==> config.mk <==
export PLATFORM = sky130hd
export DESIGN_NAME = rd_burst_seq
export DESIGN_NICKNAME = d
export VERILOG_FILES = /design/src/rtl/rd_burst_pkg.sv /design/src/rtl/rd_fifo.sv /design/src/rtl/rd_burst_seq.sv
export SDC_FILE = /design/constraint.sdc
export NUM_CORES = 1
export LEC_CHECK = 0
export CORE_ASPECT_RATIO = 0.7
export CORE_UTILIZATION = 30
export DETAILED_ROUTE_END_ITERATION = 10
export HOLD_SLACK_MARGIN = 0.12
export SYNTH_ARGS = -nofsm -noshare
export SYNTH_HDL_FRONTEND = slang
export SYNTH_HIERARCHICAL = 1
export SYNTH_SLANG_ARGS = --single-unit
==> constraint.sdc <==
create_clock -name i_clk -period 2.9 [get_ports i_clk]
set_input_delay 0.58 -clock i_clk [delete_from_list [all_inputs] [get_ports i_clk]]
set_output_delay 0.58 -clock i_clk [all_outputs]
set_load 0.05 [all_outputs]
==> src/rtl/rd_burst_pkg.sv <==
// Shared state encoding and default parameters for the read-burst sequencer.
package rd_burst_pkg;

   localparam int unsigned DW_DEF    = 8;
   localparam int unsigned DEPTH_DEF = 4;
   localparam int unsigned TMO_DEF   = 15;

   typedef enum logic [2:0] {
      StIdle,
      StIssue,
      StWait,
      StFin,
      StErr
   } state_e;

endpackage

==> src/rtl/rd_fifo.sv <==
// Synchronous FIFO holding returned read words until the consumer takes them.
module rd_fifo #(
   parameter int unsigned DW    = 8,
   parameter int unsigned DEPTH = 4
) (
   input  logic                       i_clk,
   input  logic                       i_rst,
   input  logic                       i_push,
   input  logic                       i_pop,
   input  logic [DW-1:0]              i_wdata,
   output logic [DW-1:0]              o_rdata,
   output logic [$clog2(DEPTH+1)-1:0] o_count,
   output logic                       o_full,
   output logic                       o_empty
);

   localparam int unsigned AW = $clog2(DEPTH);
   localparam int unsigned CW = $clog2(DEPTH + 1);

   logic [DW-1:0] r_mem [DEPTH];
   logic [AW-1:0] r_wptr;
   logic [AW-1:0] r_rptr;
   logic [CW-1:0] r_count;
   logic          w_wr;
   logic          w_rd;

   assign o_full  = (r_count == CW'(DEPTH));
   assign o_empty = (r_count == '0);
   assign o_count = r_count;
   assign o_rdata = r_mem[r_rptr];
   assign w_wr    = i_push && !o_full;
   assign w_rd    = i_pop && !o_empty;

   // Storage needs no reset; validity is tracked by r_count alone.
   always_ff @(posedge i_clk) begin
      if (w_wr) begin
         r_mem[r_wptr] <= i_wdata;
      end
   end

   always_ff @(posedge i_clk) begin
      if (i_rst) begin
         r_wptr  <= '0;
         r_rptr  <= '0;
         r_count <= '0;
      end else begin
         if (w_wr) r_wptr <= r_wptr + AW'(1);
         if (w_rd) r_rptr <= r_rptr + AW'(1);
         if (w_wr && !w_rd) begin
            r_count <= r_count + CW'(1);
         end else if (!w_wr && w_rd) begin
            r_count <= r_count - CW'(1);
         end
      end
   end

endmodule

==> src/rtl/rd_burst_seq.sv <==
// Issues a burst of single outstanding reads, buffers returned words in a FIFO,
// and aborts with a sticky error if the reader stops answering.
module rd_burst_seq
   import rd_burst_pkg::*;
#(
   parameter int unsigned DW    = DW_DEF,
   parameter int unsigned DEPTH = DEPTH_DEF,
   parameter int unsigned TMO   = TMO_DEF
) (
   input  logic          i_clk,
   input  logic          i_rst,
   input  logic          i_start,
   input  logic [3:0]    i_burst_len,
   output logic          o_go,
   input  logic          i_ds,
   input  logic [DW-1:0] i_rdata,
   output logic          o_out_vld,
   output logic [DW-1:0] o_out_data,
   input  logic          i_out_rdy,
   output logic          o_busy,
   output logic          o_done,
   output logic          o_tmo_err
);

   localparam int unsigned CW = $clog2(DEPTH + 1);
   localparam int unsigned TW = $clog2(TMO + 1);

   state_e        r_state;
   state_e        w_next;
   logic [3:0]    r_len;
   logic [3:0]    r_cnt;
   logic [TW-1:0] r_tmo;
   logic          r_ds;
   logic [DW-1:0] r_rdata;
   logic          r_tmo_err;
   logic          r_zdone;

   logic          w_accept;
   logic          w_last;
   logic          w_push;
   logic          w_pop;
   logic          w_full;
   logic          w_empty;
   logic [CW-1:0] w_count;
   logic [DW-1:0] w_head;

   assign w_accept = (r_state == StIdle) && i_start;
   assign w_last   = ((r_cnt + 4'd1) == r_len);
   assign w_push   = (r_state == StWait) && r_ds;
   assign w_pop    = !w_empty && i_out_rdy;

   rd_fifo #(
      .DW    (DW),
      .DEPTH (DEPTH)
   ) u_fifo (
      .i_clk   (i_clk),
      .i_rst   (i_rst),
      .i_push  (w_push),
      .i_pop   (w_pop),
      .i_wdata (r_rdata),
      .o_rdata (w_head),
      .o_count (w_count),
      .o_full  (w_full),
      .o_empty (w_empty)
   );

   always_ff @(posedge i_clk) begin
      if (i_rst) begin
         r_state <= StIdle;
      end else begin
         r_state <= w_next;
      end
   end

   always_comb begin
      w_next = r_state;
      unique case (r_state)
         StIdle:  if (i_start && (i_burst_len != 4'd0)) w_next = StIssue;
         StIssue: if (!w_full) w_next = StWait;
         StWait: begin
            // A strobe arriving on the last allowed cycle still counts as an answer.
            if (r_ds) begin
               w_next = w_last ? StFin : StIssue;
            end else if ((r_tmo >= TW'(TMO - 1)) && !i_ds) begin
               w_next = StErr;
            end
         end
         StFin:   w_next = StIdle;
         StErr:   w_next = StIdle;
         default: w_next = StIdle;
      endcase
   end

   // ds is registered (and gated to WAIT) so the next launch lands two cycles after it.
   always_ff @(posedge i_clk) begin
      if (i_rst) begin
         r_len     <= '0;
         r_cnt     <= '0;
         r_tmo     <= '0;
         r_ds      <= 1'b0;
         r_rdata   <= '0;
         r_tmo_err <= 1'b0;
         r_zdone   <= 1'b0;
      end else begin
         r_ds    <= i_ds && (r_state == StWait);
         r_zdone <= w_accept && (i_burst_len == 4'd0);
         if (i_ds && (r_state == StWait)) r_rdata <= i_rdata;
         if (w_accept) begin
            r_len     <= i_burst_len;
            r_cnt     <= '0;
            r_tmo_err <= 1'b0;
         end
         if (w_push) r_cnt <= r_cnt + 4'd1;
         if (r_state != StWait) begin
            r_tmo <= '0;
         end else if (!r_ds) begin
            r_tmo <= r_tmo + TW'(1);
         end
         if ((r_state == StWait) && (w_next == StErr)) r_tmo_err <= 1'b1;
      end
   end

   always_comb begin
      o_go       = (r_state == StIssue) && (w_count < CW'(DEPTH));
      o_busy     = (r_state != StIdle);
      o_done     = (r_state == StFin) || r_zdone;
      o_tmo_err  = r_tmo_err;
      o_out_vld  = !w_empty;
      o_out_data = w_head;
   end

endmodule

==> qor.yml, run 1 <==
outcome:
  status: "complete, no violations"
finish:
  areaGrowthSynthToFinish_pct: 26.8
  diodes: 0
  layout-drive-gt1-share_pct: 14.8
  layout_common_cells: "dfxtp_1, edfxtp_1, clkdlybuf4s50_1, nor2_1, mux2i_1"
  finalNetCount: 277
  final_util_pct: 39.4
  layout_commonest_cell: "dfxtp_1"
  fin_cells: 380
  fin_area_um2: 3570
  nFillCells: 884
placement:
  dp_worst_setup_slack_ns: 0.340
  dpl_cell_area_um2: 3230
  io_buffer_count: 29
  post-dp-hpwl_um: 3470
  gp_congestion: 0.697
  dp_cells: 364
clock_network:
  clkTransAtPathRegs_ns: 0.05
  worstSkewPairLatency_ns: 0.33
  cts-htree-levels: 3
  cts-root-buf: "clkbuf_16"
  postCtsSetupRepairBufs: 0
  cts_tree: "yes"
  ctsHoldBuffers: 0
  clock_sinks: 67
  clockBufferDepth: 2
  cts_buffers: 9
timing:
  skew_ns: 0.00362
  period_needed_ns: 2.77
  hold_ws_ns: 0.503
  setup_viol: 0
  drv_slew: 0
  post-route-period-util_pct: 95.7
  fmaxAchievable_mhz: 360
  worst_pin_slew_ns: 0.564
  hold_violations: 0
  tns_ns: 0
  fin_ws_ns: 0.125
  rsz0062_at_grt: "no"
  relSlewSlack_pct: 62.3
yosys:
  synthAdderAreaFrac_pct: 4.26
  syn_nets: 243
  synth_cell_types: 45
  synth-xor-area-share_pct: 4.04
  yosysWarnings: 6
  synth_seq_area_share_pct: 59.0
  syn_area_um2: 2820
  avgSynthCellArea_um2: 13.0
  synth_top_family_by_area: "simple AND/OR/NAND/NOR gates"
  synth-compound-area-share_pct: 4.84
  synth-seq-cells: 67
  synthSimpleGateAreaFrac_pct: 13.1
  synthCells: 217
  async_flop_share_pct: 0
  synth_edf_count: 32
  synth.area.mux_share_pct: 11.4
  synth_ff_type: "dfxtp_1"
hold_path:
  hp-class: "register to register"
routing:
  drc: 0
  wl_um: 4960
  dr.pass1.iters: 4
  wire_per_inst_um: 13.1
  ant_nets: 0
  vias_per_cell: 4.41
  vias: 1674
  drt-initial-drc-count: 56
floorplanning:
  fp-row-count: 29
  die_w_um: 118
  die_area_um2: 9790
  die_height_um: 83.1
  ioPinCount: 30
  start_util_pct: 31.1
  coreArea_um2: 9070
setup_path:
  cp_max_fo: 5
  worst-setup-path-type: "register to primary output"
  worstPathArrival_ns: 2.19
  critPathCaptureType: "primary output"
  worstPathRequired_ns: 2.32
  start_kind: "register"
  cp_slowest_cell: "clkdlybuf4s50_1"
  cp_num_buf_inv: 2
  max_stage_delay_ns: 0.71
  crit_family: "buffers and inverters"
  path_cells: "buf_4 > mux4_2 > clkdlybuf4s50_1"
power_and_ir_drop:
  p_leak_nw: 1.25
  ir_drop_v: 0.000243
  total_power_mw: 2.32
  pwr_density_cell_nw_per_um2: 649
global_routing:
  antenna_found_initial: 0
  grt_usage_pct: 11.2
  grt_pass1_wl_um: 8270
  grt_pass1_vias: 1636
  grt_max_degree: 20
  overflow: 0
job:
  max_cap_violations: 0
[synthesized netlist by cell type (all sizes together), types with 2 or more instances]
cell	instances	share of area (%)
nand2	5	0.75
inv	10	1.3
nand3	4	0.71
nor2b	2	0.44
nor3b	2	0.71
nand3b	2	0.53
nor3	6	1.9
edfxtp	32	34
o21ai	4	0.71
buf	6	1.6
and2	4	0.89
clkbuf	4	0.53
mux2i	14	5.0
ha	8	3.6
nand2b	3	0.93
dfxtp	35	25
mux4	8	6.4
xnor2	5	1.6
a21oi	9	1.6
or3	3	0.67
xor2	8	2.5
nor2	28	3.8
[path summary, 6_finish.rpt]
check	startpoint	to	slack (ns)	depth (start not counted)
worst max-delay path	register	o_out_data[7]	0.13	3
worst min-delay path	r_cnt[1]	r_cnt[1]	0.50	2
worst max register to register	r_state[1]	u_fifo/o_count[2]	0.39	10
worst min register to register	r_cnt[1]	r_cnt[1]	0.50	2
[cell families after synthesis]
kind of cell	after synthesis
AOI/OAI and AO/OA	21
DFF	67
adders and majority gates	9
xor gates and xnor gates	13
and+or+nand+nor	65
buffers and inverters	20
muxes	22
[sequential cells by signal, indices dropped and copies added (netlist names), 2 cells and up, named ones only]
name and cells:
r_len 4, u_fifo/r_rptr 2, r_state 3, r_tmo 4, r_rdata 8, u_fifo/o_count 3
r_cnt 4, u_fifo/r_wptr 2, u_fifo/r_mem 32
[where the power goes]
part | total [mW] | internal [mW] | switching (mW)
Sequential | 1.01 | 0.998 | 0.0136
Clock | 1.20 | 0.802 | 0.400
Combinational | 0.106 | 0.0517 | 0.0539
[timing repair]
| action | CTS | global route |
|---|---|---|
| endpoints found under the hold margin | 0 | 0 |
| resized for setup | 0 | 1 |
| endpoints found under the setup margin | 0 | 1 |
[cell type report]
class	count	area, um2	share of cell area, %
Clock buffer	11	253	7.07
Clock inverter	5	85.1	2.38
Inverter	10	37.5	1.05
Multi-Input combinational cell	130	1060	29.6
Sequential cell	67	1660	46.5
Tap cell	124	155	4.34
Timing Repair Buffer	33	323	9.03
[tightest hold or removal path: stages (launching register included)]
cell     delay (ns)
dfxtp_1        0.32
nand3_1        0.07
a21oi_1        0.06
[metal layers]
layer  up-vias  track usage, %  routed length [um]
met3         9            4.33                 164
met2        23            16.4                2280
met5         -               0                   0
met4         0            5.59                  78
met1       796            14.3                2440
li1        846               -                   -
Power figures use the tool's default switching activity.
==> inputs of run 2 (changes only) <==
--- a/config.mk
+++ b/config.mk
@@ -5,6 +5,7 @@
 export SDC_FILE = /design/constraint.sdc
 export NUM_CORES = 1
 export LEC_CHECK = 0
+export ABC_AREA = 1
 export CORE_ASPECT_RATIO = 0.7
 export CORE_UTILIZATION = 30
 export DETAILED_ROUTE_END_ITERATION = 10
==> constraint.sdc (replaced) <==
create_clock -name i_clk -period 2.8 [get_ports i_clk]
set_input_delay 0.56 -clock i_clk [delete_from_list [all_inputs] [get_ports i_clk]]
set_output_delay 0.56 -clock i_clk [all_outputs]
set_load 0.02 [all_outputs]
==> run 2 against run 1 <==
  * Global-route usage rose by 0.91 points
  * Final cell count rose by 27%
  * Sequential share of layout area fell by 0.93 points
  * Die area rose by 3.3%
  * Count of clock-buffer cells in the layout fell by 2
  * First-iteration DRC count rose by 110%
  * Combinational power barely moved
  * Area after synthesis rose by 3.3%
  * Wire length rose by 12%
  * Flip-flop and latch count did not move
  * Clock power fell by 7%
  * Critical path type unchanged
  * Largest power group unchanged
==> qor.yml, run 2 <==
yosys:
  yosys.area.top_type_share_pct: 33.0
  syn_area_um2: 2910
  yosysWarnings: 6
  yosysMostFrequentCell: "nand2_1"
  synth_area_leaders: "edfxtp_1, dfxtp_1, nand2_1"
  synth_edf_count: 32
  yosys.area.top_type: "edfxtp_1"
  synth_common_cells: "nand2_1, nor2_1, inv_1"
  synth-seq-cells: 67
  synth_cell_types: 31
  syn_nets: 343
  synth_ff_type: "dfxtp_1"
  synthCells: 317
  avgSynthCellArea_um2: 9.18
  synth_seq_area_share_pct: 57.1
  async_flop_share_pct: 0
clock_network:
  clock_sinks: 67
  cts_tree: "yes"
  worstSkewPairLatency_ns: 0.33
  post_cts_resized: 0
  clockBufferDepth: 2
  cts-htree-levels: 3
  postCtsSetupRepairBufs: 0
  clkTransAtPathRegs_ns: 0.06
  ctsHoldBuffers: 0
  cts_buffers: 9
  cts-root-buf: "clkbuf_16"
setup_path:
  reg2reg_to: "u_fifo/o_count[2]"
  worstPathArrival_ns: 2.07
  start_kind: "register"
  r2r_slack_ns: 0.67
  cp_num_buf_inv: 2
  rr_startpoint: "r_state[0]"
  max_stage_delay_ns: 0.61
  worstRegToRegCells: 14
  worstPathRequired_ns: 2.24
  cp_max_fo: 16
  path_cells: "inv_2 > o21ai_0 > o22ai_1 > clkdlybuf4s50_1"
  worst-setup-path-type: "register to primary output"
  crit_family: "buffers and inverters"
  cp_slowest_cell: "dfxtp_1"
  critPathCaptureType: "primary output"
power_and_ir_drop:
  pwr_density_cell_nw_per_um2: 622
  ir_drop_v: 0.000243
  netSwitchingFraction_pct: 21.6
  p_int_mw: 1.78
  pwr-share-seq_pct: 46.2
  p_switching_mw: 0.489
  pwr-share-comb_pct: 4.8
  p_clk_share_pct: 49.0
  p_leak_nw: 1.32
  total_power_mw: 2.27
global_routing:
  overflow: 0
  grt_max_degree: 17
  grt_pass1_vias: 1979
  grt_use_met1_pct: 15.0
  grt_pass1_wl_um: 9160
  grt_usage_pct: 12.1
  top_usage_layer: "met2"
  grt_use_met3_pct: 5.50
  grt_use_met2_pct: 18.3
  antenna_found_initial: 0
floorplanning:
  fp-row-count: 29
  start_util_pct: 31.5
  die_area_um2: 10100
  die_w_um: 120
  ioPinCount: 30
  coreArea_um2: 9250
  die_height_um: 84.4
timing:
  post-route-period-util_pct: 93.9
  drv_slew: 0
  tns_ns: 0
  relSlewSlack_pct: 48.2
  rsz0062_at_grt: "no"
  skew_ns: 0.00364
  period_needed_ns: 2.63
  hold_violations: 0
  fmaxAchievable_mhz: 380
  setup_viol: 0
  worst_pin_slew_ns: 0.774
hold_path:
  worstHoldPathCells: 2
  hp-class: "register to register"
  worstHoldStart: "o_tmo_err"
  hold_end: "o_tmo_err"
finish:
  reg.largest.list: "u_fifo/r_mem (32), r_rdata (8)"
  layout_commonest_cell: "nand2_1"
  top_register: "u_fifo/r_mem"
  finalNetCount: 381
  multiInputGateArea_um2: 1060
  diodes: 0
  layout-drive-gt1-share_pct: 9.72
  seq_area_um2: 1660
  layout_common_cells: "nand2_1, nor2_1, inv_1, dfxtp_1, edfxtp_1"
  areaGrowthSynthToFinish_pct: 25.2
  largest_reg_flops: 32
  final_util_pct: 39.4
  nFillCells: 934
routing:
  dr.pass1.iters: 4
  drc: 0
  vias_per_cell: 4.51
  wire_per_inst_um: 11.5
  wl_um: 5550
  ant_nets: 0
  drt-initial-drc-count: 118
  vias: 2183
placement:
  io_buffer_count: 29
  post-dp-hpwl_um: 4040
  gp_congestion: 0.790
job:
  max_cap_violations: 0
outcome:
  status: "complete, no violations"
==> run 2: cell types whose count changed after synthesis, moves of 4 or more <==
cell and delta:
a21oi_1 +13, and2_1 -4, inv_1 +28, mux2i_1 -14, mux4_2 -8, nand2_1 +46, nand3_1 +20, nand4_1 +4
nor2_1 +19, o21ai_0 +15, o22ai_1 +8, xnor2_1 -5, xor2_1 -7
==> run 2: area by class of cell <==
cell class | instances | share of cell area (%)
clock buffers | 9 | 6.18
clock inverters | 7 | 2.09
inverters | 40 | 4.12
multi-input cells | 204 | 29.0
flip-flops and latches | 67 | 45.6
well taps | 124 | 4.26
repair buffers | 33 | 8.79
==> run 2: logic make-up (layout without fill, tap and decap cells) <==
logic type | Yosys count | count (layout) | share of synthesized area (%)
AO/OA/AOI/OAI | 56 | 56 | 10.5
XOR/XNOR | 1 | 1 | 0.301
adder cells (fa/ha/maj) | 9 | 9 | 4.13
buffers and inverters | 46 | 89 | 6.62
flip-flops | 67 | 67 | 57.1
AND/OR/NAND/NOR | 138 | 138 | 21.4
==> run 2: power by group through the flow <==
| stage | Sequential, mW | Combinational [mW] | Clock [mW] |
|---|---|---|---|
| 6_report | 1.05 | 0.109 | 1.11 |
| 5_1_grt | 1.05 | 0.122 | 1.19 |
| 4_1_cts | 1.05 | 0.111 | 1.14 |
| 3_5_place_dp | 1.07 | 0.110 | 0 |
| 3_3_place_gp | 1.07 | 0.110 | 0 |
| 2_1_floorplan | 1.06 | 0.0656 | 0 |
==> run 2: layer usage <==
layer,part of all wire [%],vias to the layer above
li1,-,1147
met1,49,991
met2,45,34
met3,4.6,11
met4,1.5,0
met5,0,-
==> run 2: through the flow <==
step	hold slack, ns	area, um2	worst slack, ns	cells
finish	0.472	3650	0.170	484
global placement	0.460	3340	0.482	468
global route	0.491	3650	0.0667	484
floorplan	0.444	2910	0.925	317
CTS	0.476	3650	0.174	484
detailed placement	0.460	3340	0.429	468
==> run 2: worst max path at each step <==
stage                           from                 to  slack, ns  depth (start not counted)
after global routing        register      o_out_data[5]       0.07                          4
after detailed placement   i_out_rdy  u_fifo/o_count[1]       0.43                          9
after floorplan           r_state[0]  u_fifo/o_count[2]       0.92                         14
after global placement     i_out_rdy  u_fifo/o_count[1]       0.48                          9
final                       register      o_out_data[7]       0.17                          4
after CTS                   register      o_out_data[7]       0.17                          4
==> run 2: worst reg2reg max path, stage by stage, from the launching register on <==
cell and delay, ns:
dfxtp_1 0.35, nor2_4 0.19, nand2_4 0.10, nor2_8 0.17, nand2_2 0.12, inv_1 0.12
ha_1 0.18, inv_1 0.07, fa_1 0.38, inv_1 0.07, nand2_1 0.04, nand3_1 0.08
nand2_1 0.06, nand2_1 0.05, nor2_1 0.03
==> inputs of run 3 (changes only) <==
--- a/config.mk
+++ b/config.mk
@@ -10,6 +10,7 @@
 export CORE_UTILIZATION = 30
 export DETAILED_ROUTE_END_ITERATION = 10
 export HOLD_SLACK_MARGIN = 0.12
+export SLEW_MARGIN = 10
 export SYNTH_ARGS = -nofsm -noshare
 export SYNTH_HDL_FRONTEND = slang
 export SYNTH_HIERARCHICAL = 1
==> results of run 3 <==
Final layout, timing and power as in run 2 (identical DEF).
